**src/rtl/adc_scan_pkg.sv**
```systemverilog
// adc_scan_pkg: shared state encoding, ADC config constants and helpers
// for the ADC scan controller and its SPI shift engine.
package adc_scan_pkg;

   typedef enum logic [1:0] {
      ST_IDLE  = 2'd0,
      ST_CONV  = 2'd1,
      ST_SHIFT = 2'd2,
      ST_GAP   = 2'd3
   } scan_state_e;

   localparam logic CFG_SINGLE = 1'b1;
   localparam logic CFG_UNI    = 1'b1;

   localparam int ADC_BITS = 12;
   localparam int CFG_BITS = 6;

   // {S/D, O/S, S1, S0, UNI, SLP}; the ADC wants the address bits
   // in odd-sign, select-1, select-0 order.
   function automatic logic [CFG_BITS-1:0] cfg_word(input logic [2:0] ch);
      return {CFG_SINGLE, ch[0], ch[2], ch[1], CFG_UNI, 1'b0};
   endfunction

   // Dot: 1<<idx.  Bar: (2<<idx)-1, done in 9 bits so idx=7 gives 8'hFF.
   function automatic logic [7:0] led_encode(input logic [2:0] idx,
                                             input logic       bar);
      logic [8:0] one_hot;
      one_hot = 9'd1 << idx;
      if (bar) return 8'((one_hot << 1) - 9'd1);
      return one_hot[7:0];
   endfunction

endpackage

```
**src/rtl/spi_shift_engine.sv**
```systemverilog
// spi_shift_engine: one 12-bit SPI frame (SCLK divider, TX/RX shifters).
// Ports: clk/reset; go (start pulse), cfg (6-bit word, MSB first);
//        sdo (MISO in), sdi/scl (MOSI/SCLK out); done (1-cycle pulse on
//        the last cycle of the frame), rx (received word).
module spi_shift_engine
#(
   parameter int CLK_DIV = 2,
   parameter int DATA_W  = 12
) (
   input  logic              clk,
   input  logic              reset,
   input  logic              go,
   input  logic [5:0]        cfg,
   input  logic              sdo,
   output logic              sdi,
   output logic              scl,
   output logic              done,
   output logic [DATA_W-1:0] rx
);
   import adc_scan_pkg::*;

   localparam int         HW        = $clog2(CLK_DIV + 1);
   localparam logic [4:0] LAST_HALF = 5'(2 * ADC_BITS - 1);

   logic          active;
   logic [HW-1:0] half_cnt;
   logic [4:0]    half_idx;
   logic [4:0]    tx;
   logic          half_end;

   assign half_end = (half_cnt == HW'(CLK_DIV - 1));
   assign done     = active && half_end && (half_idx == LAST_HALF);

   // Even halves are SCLK high, odd halves low. MISO is captured as
   // SCLK is driven high; the go edge counts as the first rising edge.
   always_ff @(posedge clk) begin
      if (reset) begin
         active   <= 1'b0;
         scl      <= 1'b0;
         sdi      <= 1'b0;
         tx       <= '0;
         half_cnt <= '0;
         half_idx <= '0;
         rx       <= '0;
      end else if (go && !active) begin
         active   <= 1'b1;
         scl      <= 1'b1;
         sdi      <= cfg[5];
         tx       <= cfg[4:0];
         half_cnt <= '0;
         half_idx <= '0;
         rx       <= {rx[DATA_W-2:0], sdo};
      end else if (active) begin
         if (!half_end) begin
            half_cnt <= half_cnt + 1'b1;
         end else begin
            half_cnt <= '0;
            half_idx <= half_idx + 5'd1;
            if (half_idx == LAST_HALF) begin
               active <= 1'b0;
               scl    <= 1'b0;
            end else if (scl) begin
               scl <= 1'b0;
               sdi <= tx[4];
               tx  <= {tx[3:0], 1'b0};
            end else begin
               scl <= 1'b1;
               rx  <= {rx[DATA_W-2:0], sdo};
            end
         end
      end
   end

endmodule

```
**src/rtl/adc_scan_controller.sv**
```systemverilog
// adc_scan_controller: scans ADC channels 0..NUM_CH-1 over SPI, keeps the
// latest result per channel and drives an 8-LED level meter.
// Ports: ref_clk/reset; start, continuous (scan control); led_ch, bar_mode
//        (meter select); spi_sdo/spi_sdi/spi_scl/CONVST (ADC pins);
//        data, ch_valid, scan_done, busy (results/status); LEDs.
module adc_scan_controller
#(
   parameter int NUM_CH  = 4,
   parameter int DATA_W  = 12,
   parameter int CLK_DIV = 2,
   parameter int T_CONV  = 80,
   parameter int T_GAP   = 4
) (
   input  logic                     ref_clk,
   input  logic                     reset,
   input  logic                     start,
   input  logic                     continuous,
   input  logic [2:0]               led_ch,
   input  logic                     bar_mode,
   input  logic                     spi_sdo,
   output logic                     spi_sdi,
   output logic                     spi_scl,
   output logic                     CONVST,
   output logic [NUM_CH*DATA_W-1:0] data,
   output logic [NUM_CH-1:0]        ch_valid,
   output logic                     scan_done,
   output logic                     busy,
   output logic [7:0]               LEDs
);
   import adc_scan_pkg::*;

   localparam logic [1:0] IDLE  = ST_IDLE;
   localparam logic [1:0] CONV  = ST_CONV;
   localparam logic [1:0] SHIFT = ST_SHIFT;
   localparam logic [1:0] GAP   = ST_GAP;

   localparam int CMAX = (T_CONV > T_GAP) ? T_CONV : T_GAP;
   localparam int CW   = $clog2(CMAX + 1);

   logic [1:0]        state;
   logic [CW-1:0]     cnt;
   logic [3:0]        f;
   logic [DATA_W-1:0] res [NUM_CH];
   logic [2:0]        addr;
   logic [5:0]        cfg;
   logic              go;
   logic              done;
   logic [DATA_W-1:0] rx;
   logic              conv_end;
   logic              gap_end;
   logic              last_frame;
   logic [2:0]        led_idx;
   logic              led_ok;

   assign conv_end   = (state == CONV) && (cnt == CW'(T_CONV - 1));
   assign gap_end    = (state == GAP) && (cnt == CW'(T_GAP - 1));
   assign last_frame = (f == 4'(NUM_CH));
   // The extra trailing frame only flushes the pipeline; address 0.
   assign addr       = (f < 4'(NUM_CH)) ? f[2:0] : 3'd0;
   assign cfg        = cfg_word(addr);
   assign go         = conv_end;
   assign busy       = (state != IDLE);

   spi_shift_engine #(
      .CLK_DIV (CLK_DIV),
      .DATA_W  (DATA_W)
   ) u_spi (
      .clk   (ref_clk),
      .reset (reset),
      .go    (go),
      .cfg   (cfg),
      .sdo   (spi_sdo),
      .sdi   (spi_sdi),
      .scl   (spi_scl),
      .done  (done),
      .rx    (rx)
   );

   always_ff @(posedge ref_clk) begin
      if (reset) begin
         state     <= IDLE;
         cnt       <= '0;
         f         <= '0;
         CONVST    <= 1'b0;
         ch_valid  <= '0;
         scan_done <= 1'b0;
         for (int k = 0; k < NUM_CH; k++) res[k] <= '0;
      end else begin
         ch_valid  <= '0;
         scan_done <= ch_valid[NUM_CH-1];
         unique case (state)
            IDLE: begin
               // A start coinciding with scan_done is dropped.
               if ((start && !scan_done) || continuous) begin
                  state  <= CONV;
                  cnt    <= '0;
                  f      <= '0;
                  CONVST <= 1'b1;
               end
            end
            CONV: begin
               if (conv_end) begin
                  state  <= SHIFT;
                  CONVST <= 1'b0;
               end else begin
                  cnt <= cnt + 1'b1;
               end
            end
            SHIFT: begin
               if (done) begin
                  state <= GAP;
                  cnt   <= '0;
                  // Frame f carries the conversion addressed in frame f-1.
                  for (int k = 0; k < NUM_CH; k++) begin
                     if (f == 4'(k + 1)) begin
                        res[k]      <= rx;
                        ch_valid[k] <= 1'b1;
                     end
                  end
               end
            end
            GAP: begin
               if (gap_end) begin
                  cnt <= '0;
                  if (!last_frame) begin
                     f      <= f + 4'd1;
                     state  <= CONV;
                     CONVST <= 1'b1;
                  end else if (continuous) begin
                     f      <= '0;
                     state  <= CONV;
                     CONVST <= 1'b1;
                  end else begin
                     state <= IDLE;
                  end
               end else begin
                  cnt <= cnt + 1'b1;
               end
            end
            default: state <= IDLE;
         endcase
      end
   end

   for (genvar k = 0; k < NUM_CH; k++) begin : g_pack
      assign data[k*DATA_W +: DATA_W] = res[k];
   end

   always_comb begin
      led_idx = 3'd0;
      led_ok  = 1'b0;
      for (int k = 0; k < NUM_CH; k++) begin
         if (led_ch == 3'(k)) begin
            led_idx = res[k][DATA_W-1 -: 3];
            led_ok  = 1'b1;
         end
      end
   end

   assign LEDs = led_ok ? led_encode(led_idx, bar_mode) : 8'h00;

endmodule
```
**config.mk**
```make
export PLATFORM = sky130hd
export DESIGN_NAME = adc_scan_controller
export DESIGN_NICKNAME = d
export VERILOG_FILES = /design/src/rtl/adc_scan_pkg.sv /design/src/rtl/spi_shift_engine.sv /design/src/rtl/adc_scan_controller.sv
export SDC_FILE = /design/constraint.sdc
export NUM_CORES = 1
export LEC_CHECK = 0
export CORE_MARGIN = 2
export CORE_UTILIZATION = 45
export CTS_CLUSTER_DIAMETER = 60
export DETAILED_ROUTE_END_ITERATION = 6
export GPL_ROUTABILITY_DRIVEN = 1
export PLACE_DENSITY = 0.74
export REMOVE_ABC_BUFFERS = 1
export SETUP_SLACK_MARGIN = 0.2
export SYNTH_ARGS = -nofsm -noshare
export SYNTH_HDL_FRONTEND = slang
export SYNTH_SLANG_ARGS = --single-unit
```
**constraint.sdc**
```tcl
create_clock -name ref_clk -period 3.75 [get_ports ref_clk]
set_clock_uncertainty 0.05 [all_clocks]
set_input_delay 0.9375 -clock ref_clk [delete_from_list [all_inputs] [get_ports ref_clk]]
set_output_delay 0.9375 -clock ref_clk [all_outputs]
set_load 0.01 [all_outputs]
```
==> results.md, run 1 <==
- Critical path type: in2out
- Setup violators final: 0
- Largest net degree at the start of global routing: 33
- CTS root buffer: clkbuf_8
- Initial antenna violation count: 0
- Avg WL per Cell: 15.15 microns
- Most common cell after layout, fill and taps aside: clkdlybuf4s50_1
- Rows: 35
- Slew headroom: 0.3082
- Min cycle time layout: 3.708 ns
- Layout Nets: 473
- Top Ports: 74
- Initial drt markers: 131
- Most frequent cells in the layout: clkdlybuf4s50_1 (63), and2_1 (48), edfxtp_1 (48), dfxtp_1 (45), nor2_1 (28)
- CTS Hold Bufs: 0
- Die H: 100.9 microns
- Initial core utilization: 0.4596
- Total negative setup slack: 0 ns
- Clock power share: 0.317
- Number of global-route vias before repair: 2,889
- Die area: 10,180 sq um
- Max_cap viols: 0
- Post-route setup slack: 0.04210 ns
- Xor and xnor area share after synthesis: 0.01658
- Yosys warning count: 0
- Post-Synth Simple-Gate Area: 0.2226
- Peak VDD IR: 0.0002544 V
- Hold WC Path Type: reg2reg
- Placement Setup Slack: -1.025 ns
- Post-synth EDFFs: 48
- Combinational family with the most area after synthesis: simple AND/OR/NAND/NOR gates
- Post-Synthesis Cells: 373
- Buffers added on ports: 73
- Die W: 100.9 microns
- Worst-path maximum fanout: 4
- Dpl hpwl: 6061 microns
- Pre-antenna DRT Iters: 4
- Clk pin slew, worst setup/hold paths: 0.08 ns
- Core Footprint: 9196 sq um
- Max clock buf depth: 2
- Net Sw Power: 0.6183 mW
- Dpl cells: 552
- Register area share after synthesis: 0.5542
- Fin Hold WS: 0.3963 ns
- Setup repair bufs after CTS: 0
- Average vias per placed instance: 5.298
- Remaining DRCs: 0
- Final WL: 8608 microns
- Top FF cell, synth: edfxtp_1
- CTS Buf Count: 9
- Cell variety after synth: 57
- Unrepaired setup endpoints after global routing: true
- First-pass GRT wire length: 14,050 microns
- CTS tree: yes
- Startpoint types: primary input
- GRT Total Usage: 0.1762
- Clk sink count: 93
- FMAX: 269.7 MHz
- Detail Route Antenna Nets: 0
- Sequential power share: 0.489
- Logic pwr share: 0.194
- Status: completed
- Total congestion overflow: 0
- Tcrit/Tclk final: 0.9888
- FFs w/ async S/R, synth: 0
- Mux cell area share after synthesis: 0.06098
- Synthesized cell area: 4227 sq um
- H-tree depth: 3
- Later-pin clock latency in the skew report: 0.35 ns
- Syn Area/Cell: 11.33 sq um
- Final hold vios: 0
- Worst Tran Pin Value: 1.034 ns
- Int Power: 1.689 mW
- Sw Ratio: 0.2679
- Seq cells post-synth: 93
- Gpl congestion: 0.8447
- Req. time, crit path: 2.76 ns
- # diodes: 0
- Static Leak: 2.107 nW
- Final non-filler cell total: 568
- Adder-Cell Fraction of Synth Area: 0.03552
- Crit. End Element: primary output
- CP arrival: 2.72 ns
- Area Growth Syn to Fin: 26.94%
- Power after layout: 2.308 mW
- Power Dens Cells: 430.1 nW/um^2
- Max Slew Vio Count: 0
- Ratio of cells with drive above 1 in the final layout: 0.1357
- Post-synthesis compound-gate area fraction: 0.08171
- Via Count: 3,009
[synth_stat cells (all sizes together), types with 2 or more instances]
library cell	instances	area, sq um
a211oi	2	15.01
a21o	3	22.52
a21oi	15	75.07
a311oi	2	17.52
a31oi	4	31.28
a32oi	2	17.52
and2	49	306.5
and3	5	31.28
buf	8	45.04
clkbuf	9	33.78
dfxtp	45	900.9
edfxtp	48	1441
ha	12	150.1
inv	11	41.29
mux2	2	22.52
mux2i	19	190.2
mux4	2	45.04
nand2	20	75.07
nand2b	3	18.77
nand3	8	40.04
nand3b	6	45.04
nand4	7	56.30
nor2	31	118.9
nor2b	4	25.02
nor3	11	55.05
nor3b	5	52.55
o21ai	9	56.30
o31ai	3	22.52
o41ai	2	36.29
or2	2	12.52
or3	3	18.77
xnor2	2	17.52
xor2	6	52.55
[worst max-delay path, cell delays in order]
cell      delay (ns)
buf_8           0.08
mux4_2          0.53
nor2_4          0.16
nand3b_1        0.10
ha_2            0.18
nand2b_4        0.15
nor3_4          0.12
a21oi_2         0.04
a311oi_1        0.23
buf_2           0.17
[path summary, 6_finish.rpt]
| check | startpoint | to | slack, ns | cells past startpoint |
|---|---|---|---|---|
| hold / removal | u_spi.half_cnt[1] | u_spi.half_cnt[1] | 0.40 | 2 |
| setup / recovery | led_ch[0] | LEDs[5] | 0.04 | 10 |
| hold reg to reg | u_spi.half_cnt[1] | u_spi.half_cnt[1] | 0.40 | 2 |
| setup reg to reg | state[1] | u_spi.rx[3] | 1.21 | 8 |
[power by group through the flow]
stage	Sequential (mW)	Clock (mW)	Combinational, mW
6_report	1.13	0.732	0.447
5_1_grt	1.13	0.792	0.492
4_1_cts	1.13	0.753	0.446
3_5_place_dp	1.15	0	0.440
3_3_place_gp	1.15	0	0.426
2_1_floorplan	1.16	0	0.269
[kinds of logic after synthesis]
group	count (synthesis)
and+or+nand+nor	161
muxes	23
DFF	93
buffers and inverters	28
xor gates and xnor gates	8
AOI/OAI and AO/OA	48
adders and majority gates	12
[timing repair]
action	4_1_cts	5_1_grt
endpoints found under the setup margin	8	5
gates resized for setup	41	4
pin swaps	5	3
[registers in the layout, summed over array words and instances, names as in the netlist]
signal,flops
res,48
u_spi.rx,12
cnt,7
u_spi.half_idx,5
ch_valid,4
f,4
u_spi.tx,4
state,2
u_spi.half_cnt,2
CONVST,1
scan_done,1
u_spi.active,1
u_spi.scl,1
u_spi.sdi,1
[through the flow]
stage,instance area [sq um],util
6_report,5365,0.5834
3_5_place_dp,5107,0.5554
3_3_place_gp,5107,0.5554
4_1_cts,5349,0.5816
2_1_floorplan,4148,-
5_1_grt,5365,0.5834
[final cells by class]
cell class                      instances  area, sq um
Tap cell                              111        138.9
Sequential cell                        93         2342
Inverter                               11        41.29
Timing Repair Buffer                   85        803.3
Multi-Input combinational cell        252         1817
Clock inverter                          6        95.09
Fill cell                             757         3831
Clock buffer                           10        127.6
[metal layers]
layer | wire length, microns | global-route usage | vias up
met5 | 0 | 0 | -
met3 | 446 | 0.04092 | 8
met1 | 3811 | 0.2243 | 1439
met4 | 102 | 0.05821 | 0
met2 | 4248 | 0.2969 | 81
li1 | - | - | 1481
Note: power is estimated with default switching activity, not from simulation.
==> run 2, diff against run 1 <==
Settings changed: CORE_UTILIZATION 45 to 60, CTS_CLUSTER_SIZE set to 8, DONT_BUFFER_PORTS set to 1, PLACE_DENSITY 0.74 to 0.8.
==> results.md, run 2 (synthesis gave the netlist of run 1 again) <==
- Status: completed
- Later-pin clock latency in the skew report: 0.36 ns (about the same)
- Worst Tran Pin Value: 1.060 ns (+0.02511 ns)
- Setup violators final: 0 (unchanged)
- Total congestion overflow: 0 (unchanged)
- Average vias per placed instance: 5.726 (+8.1%)
- Initial drt markers: 109 (-17%)
- Initial core utilization: 0.6221 (+0.1625)
- Sequential power share: 0.550 (+0.061)
- Critical path buffer and inverter count: 1 (-1)
- Int Power: 1.491 mW (-12%)
- Setup slack, reg-to-reg: 1.26 ns (+0.05 ns)
- Min cycle time layout: 3.606 ns (-0.1020 ns)
- # diodes: 0 (unchanged)
- Critical path type: in2out
- Reg2reg end: u_spi.rx[8]
- Max_cap viols: 0 (unchanged)
- Critical path's top delay family: simple AND/OR/NAND/NOR gates
- CP peak stage delay: 0.52 ns (about the same)
- Max clock buf depth: 2 (unchanged)
- Leading registers by flop count: res (48), u_spi.rx (12), cnt (7)
- Most common cell after layout, fill and taps aside: and2_1
- CP arrival: 2.62 ns (-0.10 ns)
- CTS Buf Count: 9 (unchanged)
- Detail Route Antenna Nets: 0 (unchanged)
- Tcrit/Tclk final: 0.9616 (-0.02720)
- Core Footprint: 6794 sq um (-26%)
- GRT Total Usage: 0.2125 (+0.03630)
- Design area: 4526 sq um (-16%)
- Worst path cell trace: mux4_2 -> nor2_4 -> nand3b_1 -> ha_2 -> nand2b_4 -> nor3_2 -> a21oi_1 -> a311oi_1 -> buf_4
- Avg WL per Cell: 16.28 microns (+7.4%)
- H-tree depth: 3 (unchanged)
- Rows: 30 (-14%)
- Worst r2r src: state[1]
- WP depth: 9 (-1)
- Hold WC Path Type: reg2reg
- Die W: 87.93 microns (-13%)
- Max Slew Vio Count: 0 (unchanged)
- Area Growth Syn to Fin: 7.075%
- Post-Route Utilization: 0.6661 (+0.08271)
- Critical Path Source: led_ch[0]
- Number of global-route vias before repair: 2,616 (-9.4%)
- Via Count: 2,720 (-9.6%)
- Buffers added on ports: 0 (-100%)
- Gpl congestion: 0.7986 (-5.5%)
- Cells on worst reg2reg path: 8 (unchanged)
- Clk sink count: 93 (unchanged)
- Initial antenna violation count: 0 (unchanged)
- Post-route setup slack: 0.1441 ns (+0.1020 ns)
- Layout Nets: 395 (-16%)
- Peak VDD IR: 0.0003382 V (+33%)
- Hold Startpoint: u_spi.half_cnt[1]
- Remaining DRCs: 0 (unchanged)
- First-pass GRT wire length: 12,490 microns (-11%)
- Net Sw Power: 0.5852 mW (-5.4%)
- Req. time, crit path: 2.76 ns (about the same)
- Ratio of cells with drive above 1 in the final layout: 0.1240 (-0.01166)
- Largest register FFs: 48 (unchanged)
- Instance area at placement: 4313 sq um (-16%)
- Fill cell count: 509 (-33%)
- Die H: 87.93 microns (-13%)
- Total negative setup slack: 0 ns (unchanged)
- Top Ports: 74 (unchanged)
- Final hold vios: 0 (unchanged)
- Placement Setup Slack: -0.02728 ns (+0.9978 ns)
- Final WL: 7733 microns (-10%)
- CTS root buffer: clkbuf_8
- Worst-path maximum fanout: 4 (unchanged)
- Most frequent cells in the layout: and2_1 (49), edfxtp_1 (48), dfxtp_1 (45), nor2_1 (29), nand2_1 (20)
- FMAX: 277.3 MHz (+2.8%)
- Dpl hpwl: 5281 microns (-13%)
- CTS Hold Bufs: 0 (unchanged)
- Slowest CP cell: mux4_2
- Largest net degree at the start of global routing: 46 (+39%)
- Startpoint types: primary input
- CTS tree: yes
- Die area: 7732 sq um (-24%)
- Unrepaired setup endpoints after global routing: true
- Clk pin slew, worst setup/hold paths: 0.08 ns (about the same)
- Clock power share: 0.286 (-0.031)
- Power Dens Cells: 458.8 nW/um^2 (+6.7%)
- Slew headroom: 0.2914 (-0.01679)
- Sw Ratio: 0.2818 (+0.01388)
- Static Leak: 1.749 nW (-17%)
- Logic pwr share: 0.163 (-0.031)
- Pre-antenna DRT Iters: 4 (unchanged)
- Crit. End Element: primary output
- Worst Setup EP: LEDs[5]
- Largest Register: res
## run 2: cell types whose count changed in the layout (fill, tap and decap cells not counted), sizes merged
cell,change
dlymetal6s2s,-1
buf,-11
bufinv,-2
inv,+2
clkdlybuf4s50,-63
dlygate4sd2,-3
## run 2: power by group through the flow
stage / registers [mW] / clock network, mW / logic [mW]
6_report: 1.14 / 0.594 / 0.339
3_5_place_dp: 1.17 / 0 / 0.333
2_1_floorplan: 1.16 / 0 / 0.269
3_3_place_gp: 1.17 / 0 / 0.318
4_1_cts: 1.14 / 0.601 / 0.340
5_1_grt: 1.15 / 0.651 / 0.379
## run 2: worst min-delay path by stage
| stage | slack (ns) | cells after the start | endpoint |
|---|---|---|---|
| floorplan | 0.37 | 2 | u_spi.half_cnt[1] |
| global placement | 0.38 | 2 | u_spi.half_cnt[1] |
| detailed placement | 0.39 | 2 | u_spi.half_cnt[1] |
| CTS | 0.40 | 2 | u_spi.half_cnt[1] |
| global route | 0.42 | 2 | u_spi.half_cnt[1] |
| finish | 0.40 | 2 | u_spi.half_cnt[1] |
## run 2: area by class of cell
| cell class | instances | area [sq um] | area share |
|---|---|---|---|
| multi-input cells | 252 | 1797 | 0.3970 |
| well taps | 96 | 120.1 | 0.02654 |
| repair buffers | 7 | 52.55 | 0.01161 |
| inverters | 11 | 41.29 | 0.009124 |
| clock buffers | 10 | 127.6 | 0.02820 |
| clock inverters | 6 | 45.04 | 0.009953 |
| flip-flops and latches | 93 | 2342 | 0.5176 |
## run 2: per-layer routing
| layer | share of wire | wire length [microns] | vias up | track usage |
|---|---|---|---|---|
| met2 | 0.48 | 3735 | 87 | 0.3643 |
| met1 | 0.42 | 3272 | 1292 | 0.2492 |
| met3 | 0.077 | 598 | 11 | 0.08200 |
| li1 | - | - | 1330 | - |
| met5 | 0 | 0 | - | 0 |
| met4 | 0.016 | 126 | 0 | 0.06014 |
## run 2: repair_timing
item / CTS / global route
setup buffers: 1 / 0
hold endpoints to repair: 0 / 0
resized for setup: 5 / 2
pin swaps: 4 / 1
endpoints found under the setup margin: 3 / 3
cloned: 0 / 0
## run 2: worst reg2reg max path: stages, from the launching register on
cell,delay [ns]
dfxtp_1,0.40
inv_1,0.10
ha_1,0.24
inv_1,0.16
nor4_4,0.07
buf_4,0.20
a31oi_2,0.83
mux2i_1,0.29
nor2_1,0.06
## run 2: per-stage QoR
step	hold WS [ns]	std cells	total power, mW
2_1_floorplan	0.3677	356	1.427
3_3_place_gp	0.3823	458	1.484
3_5_place_dp	0.3870	458	1.500
4_1_cts	0.4000	475	2.085
5_1_grt	0.4155	475	2.179
6_report	0.3988	475	2.076
